==> src/rtl/wb_grf.sv <==
// Writeback decode and 32x32 general register file for the MIPS pipeline.
// Optional `GRF_BYPASS_EN: read ports return the in-flight W-stage result for a matching address.
module wb_grf (
    input  logic        clk,
    input  logic        reset,
    input  logic [31:0] W_pc,
    input  logic [31:0] W_instr,
    input  logic [31:0] W_aluans,
    input  logic [31:0] W_dmrd,
    input  logic [4:0]  D_rs_addr,
    input  logic [4:0]  D_rt_addr,
    output logic [31:0] D_rs_data,
    output logic [31:0] D_rt_data,
    output logic        W_we,
    output logic [4:0]  W_waddr,
    output logic [31:0] W_wdata
);

    typedef enum logic [1:0] {
        SRC_NONE,
        SRC_ALU,
        SRC_DM,
        SRC_PC8
    } wb_src_e;

    localparam logic [5:0] OP_RTYPE = 6'h00;
    localparam logic [5:0] OP_JAL   = 6'h03;
    localparam logic [5:0] OP_ORI   = 6'h0D;
    localparam logic [5:0] OP_LUI   = 6'h0F;
    localparam logic [5:0] OP_LW    = 6'h23;
    localparam logic [5:0] FN_ADD   = 6'h20;
    localparam logic [5:0] FN_SUB   = 6'h22;

    // $0 is not stored; reads of address 0 are forced to zero below.
    logic [31:0] rf_q [1:31];

    wb_src_e     src;
    logic [4:0]  dst;
    logic [31:0] wdata_raw;
    logic [5:0]  opcode;
    logic [5:0]  funct;

    assign opcode = W_instr[31:26];
    assign funct  = W_instr[5:0];

    always_comb begin
        src = SRC_NONE;
        dst = '0;
        unique case (opcode)
            OP_RTYPE: begin
                if (funct == FN_ADD || funct == FN_SUB) begin
                    src = SRC_ALU;
                    dst = W_instr[15:11];
                end
            end
            OP_ORI, OP_LUI: begin
                src = SRC_ALU;
                dst = W_instr[20:16];
            end
            OP_LW: begin
                src = SRC_DM;
                dst = W_instr[20:16];
            end
            OP_JAL: begin
                src = SRC_PC8;
                dst = 5'd31;
            end
            default: begin
                src = SRC_NONE;
                dst = '0;
            end
        endcase
    end

    always_comb begin
        wdata_raw = '0;
        case (src)
            SRC_ALU: wdata_raw = W_aluans;
            SRC_DM:  wdata_raw = W_dmrd;
            SRC_PC8: wdata_raw = W_pc + 32'd8;
            default: wdata_raw = '0;
        endcase
        W_we    = (src != SRC_NONE) && (dst != 5'd0);
        W_waddr = W_we ? dst : '0;
        W_wdata = W_we ? wdata_raw : '0;
    end

    always_ff @(posedge clk) begin
        if (reset) begin
            for (int unsigned i = 1; i < 32; i++) begin
                rf_q[i] <= '0;
            end
        end else if (W_we) begin
            rf_q[W_waddr] <= W_wdata;
        end
    end

    function automatic logic [31:0] read_port(input logic [4:0] addr);
        logic [31:0] val;
        val = '0;
        if (addr != 5'd0) begin
`ifdef GRF_BYPASS_EN
            if (W_we && addr == W_waddr) val = W_wdata;
            else                         val = rf_q[addr];
`else
            val = rf_q[addr];
`endif
        end
        return val;
    endfunction

    always_comb begin
        D_rs_data = read_port(D_rs_addr);
        D_rt_data = read_port(D_rt_addr);
    end

endmodule

==> config.mk <==
export PLATFORM = sky130hd
export DESIGN_NAME = wb_grf
export DESIGN_NICKNAME = d
export VERILOG_FILES = /design/src/rtl/wb_grf.sv
export SDC_FILE = /design/constraint.sdc
export NUM_CORES = 2
export LEC_CHECK = 0
export CAP_MARGIN = 30
export CORE_MARGIN = 5
export CORE_UTILIZATION = 45
export DETAILED_ROUTE_END_ITERATION = 16
export PLACE_DENSITY_LB_ADDON = 0.12
export SYNTH_ARGS = -nofsm -noshare
export SYNTH_HDL_FRONTEND = slang
export SYNTH_SLANG_ARGS = --single-unit
==> constraint.sdc <==
create_clock -name clk -period 5.38 [get_ports clk]
set_input_delay 1.614 -clock clk [delete_from_list [all_inputs] [get_ports clk]]
set_output_delay 1.614 -clock clk [all_outputs]
set_load 0.01 [all_outputs]
==> flow_metrics.tcl <==
set metrics [dict create \
    drc_errors 0 \
    ys.flop_type "edfxtp_1" \
    grt_pass1_vias 38900 \
    period_share 0.998 \
    io_pins 242 \
    portBuffers 230 \
    detail-route-antenna-nets 0 \
    maxSlewHeadroom 0.507 \
    largestRegisters "rf_q (1024)" \
    crit_fanout 9 \
    cp-end-kind "output port" \
    fillers 9488 \
    ys_ff_latch 1024 \
    largest_register_ffs 1024 \
    routed_wl_microns 205000 \
    cap_viol_max_count 0 \
    synth.avg_cell_area_sq_um 14.9 \
    drive_above_1_share 0.387 \
    cts_tree "yes" \
    nets 4361 \
    p_leak_uw 0.0224 \
    post-place-ws_ns -0.901 \
    fp.dieH_microns 356 \
    cts_buffers 110 \
    fmax_ghz 0.186 \
    vias_per_cell 6.56 \
    htreeDepth 3 \
    cts.path.max_buffers 3 \
    seq_area_frac_synth 0.572 \
    die-area_sq_mm 0.127 \
    vdd_drop_max_v 0.000261 \
    clock_sinks 1024 \
    design.core.area_sq_mm 0.118 \
    worst_slack_ns 0.0103 \
    p_per_area_mw_per_mm2 299 \
    antenna_found_initial 7 \
    path_clk_slew_ns 0.06 \
    total_power_uw 20300 \
    gp_congestion 0.877 \
    critPathArrivalTime_ns 3.76 \
    die_x_microns 356 \
    final-hold-violation-count 0 \
    synth.distinct_cells 58 \
    setup_viol_count_final 0 \
    regMostFlops "rf_q" \
    diodes 0 \
    drtPass1Iterations 7 \
    synth_edf_count 1024 \
    initial_core_util 0.454 \
    area_growth_syn_to_layout_pct 26.4 \
    worstMarginPinSlew_ns 0.739 \
    cp.required_ns 3.77 \
    rows 126 \
    finalMaxSlewViolations 0 \
    period_minus_slack_ns 5.37 \
    holdCritPathClass "input pin to register" \
    outcome "complete, no violations" \
    wire_per_inst_microns 34.6 \
    grt_max_degree 51 \
    drtIter0Drc 5669 \
    worstSetupStartpointType "input pin" \
    worstSetupPathType "input pin to output port" \
    yosysWarnings 0 \
    grt.overflow.total 0 \
    grt_pass1_wl_microns 287000 \
    synth_area_sq_mm 0.0538 \
    synthCells 3620 \
    vias 38800 \
    rsz0062_at_grt "true" \
    hpwlAfterDp_microns 132000 \
    async_flop_share 0 \
    grt_usage 0.322 \
    cts_root_buf "clkbuf_16" \
]
-- report_power, final --
| group | switching [uW] | total [uW] | internal, uW |
|---|---|---|---|
| sequential | 205 | 9380 | 9180 |
| clock | 3290 | 7980 | 4680 |
| combinational | 1510 | 2980 | 1470 |
-- layout make-up --
type                    count  area, sq um  area share
multi-input cells        2157        22000       0.323
well taps                1600         2000      0.0294
repair buffers            857         9330       0.137
flip-flops and latches   1024        30700       0.452
clock buffers             134         2910      0.0427
inverters                  70          265     0.00390
clock inverters            66          806      0.0118
-- worst paths after layout --
path / start / endpoint / cells past startpoint
max: D_rs_addr[0] / D_rs_data[10] / 9
min: W_pc[8] / rf_q[0][8] / 5
-- routing by layer --
metal,up-vias,track usage,share of wire
met1,20300,0.441,0.37
met2,2608,0.513,0.47
met3,433,0.0663,0.11
li1,15400,-,-
met5,-,0,0.00013
met4,4,0.123,0.046
-- kinds of logic (layout without fill, tap and decap cells) --
kind of cell	after synthesis	count (layout)	share of synthesized area
buffers and inverters	470	1127	0.0345
adder cells (fa/ha/maj)	1	1	0.000233
XOR/XNOR	25	25	0.00407
flip-flops	1024	1024	0.572
AO/OA/AOI/OAI	153	153	0.0198
AND/OR/NAND/NOR	1313	1313	0.106
multiplexers	633	633	0.263
other	1	32	0.0000697
-- worst max-delay path: stages --
cell and delay, ns:
buf_16 0.18, buf_12 0.16, buf_12 0.14, buf_4 0.15, mux4_2 0.49, mux4_2 0.49, nand2_1 0.10, o21ai_1 0.15
clkdlybuf4s15_2 0.27
-- metrics by stage --
stage | area, sq um | TNS, ns | hold WS [ns] | util | instances
after detailed placement | 62500 | -46.81 | 2.46 | 0.528 | 5598
after CTS | 68100 | -0.262 | 1.58 | 0.575 | 5904
final | 68000 | 0 | 1.62 | 0.575 | 5908
after global routing | 68000 | -0.144 | 1.64 | 0.575 | 5908
after global placement | 62400 | -46.82 | 2.45 | 0.527 | 5597
after floorplan | 53900 | 0 | 1.94 | - | 3651
-- cell usage in the layout, fill, tap and decap left out, types with 28 or more instances in the layout --
cell type,count
buf_2,43
buf_12,146
o21ai_0,36
nand2b_1,34
buf_16,30
nor2_1,733
edfxtp_1,1024
dlygate4sd2_1,38
clkdlybuf4s50_1,82
nand3_1,28
buf_4,431
clkbuf_16,113
mux4_2,626
inv_1,56
nand2_1,89
conb_1,32
nor3_1,278
-- cell usage after synthesis, types with 6 or more instances --
library cell / n / area share
nand2b_1: 61 / 0.0071
a221oi_1: 8 / 0.0013
clkbuf_1: 282 / 0.020
a21oi_1: 10 / 0.00093
mux4_2: 626 / 0.26
nand4_1: 14 / 0.0016
nor3_1: 284 / 0.026
or3_1: 7 / 0.00081
inv_1: 70 / 0.0049
a22oi_1: 19 / 0.0027
nor4_1: 6 / 0.00070
o21ai_0: 68 / 0.0063
nand2_1: 101 / 0.0070
edfxtp_1: 1024 / 0.57
a222oi_1: 22 / 0.0041
and2_1: 11 / 0.0013
xor2_1: 7 / 0.0011
nand3_1: 30 / 0.0028
nor2_1: 756 / 0.053
buf_1: 60 / 0.0042
xnor2_1: 18 / 0.0029
nor2_2: 10 / 0.0012
buf_2: 53 / 0.0049
-- repair_timing --
action / 4_1_cts / 5_1_grt
gates cloned: 22 / 0
gates resized for setup: 520 / 76
setup buffers: 87 / 11
setup endpoints to repair: 102 / 78
pin swaps: 41 / 19
hold buffers: 0 / 0
No activity file was read; power rests on OpenSTA's default activity.
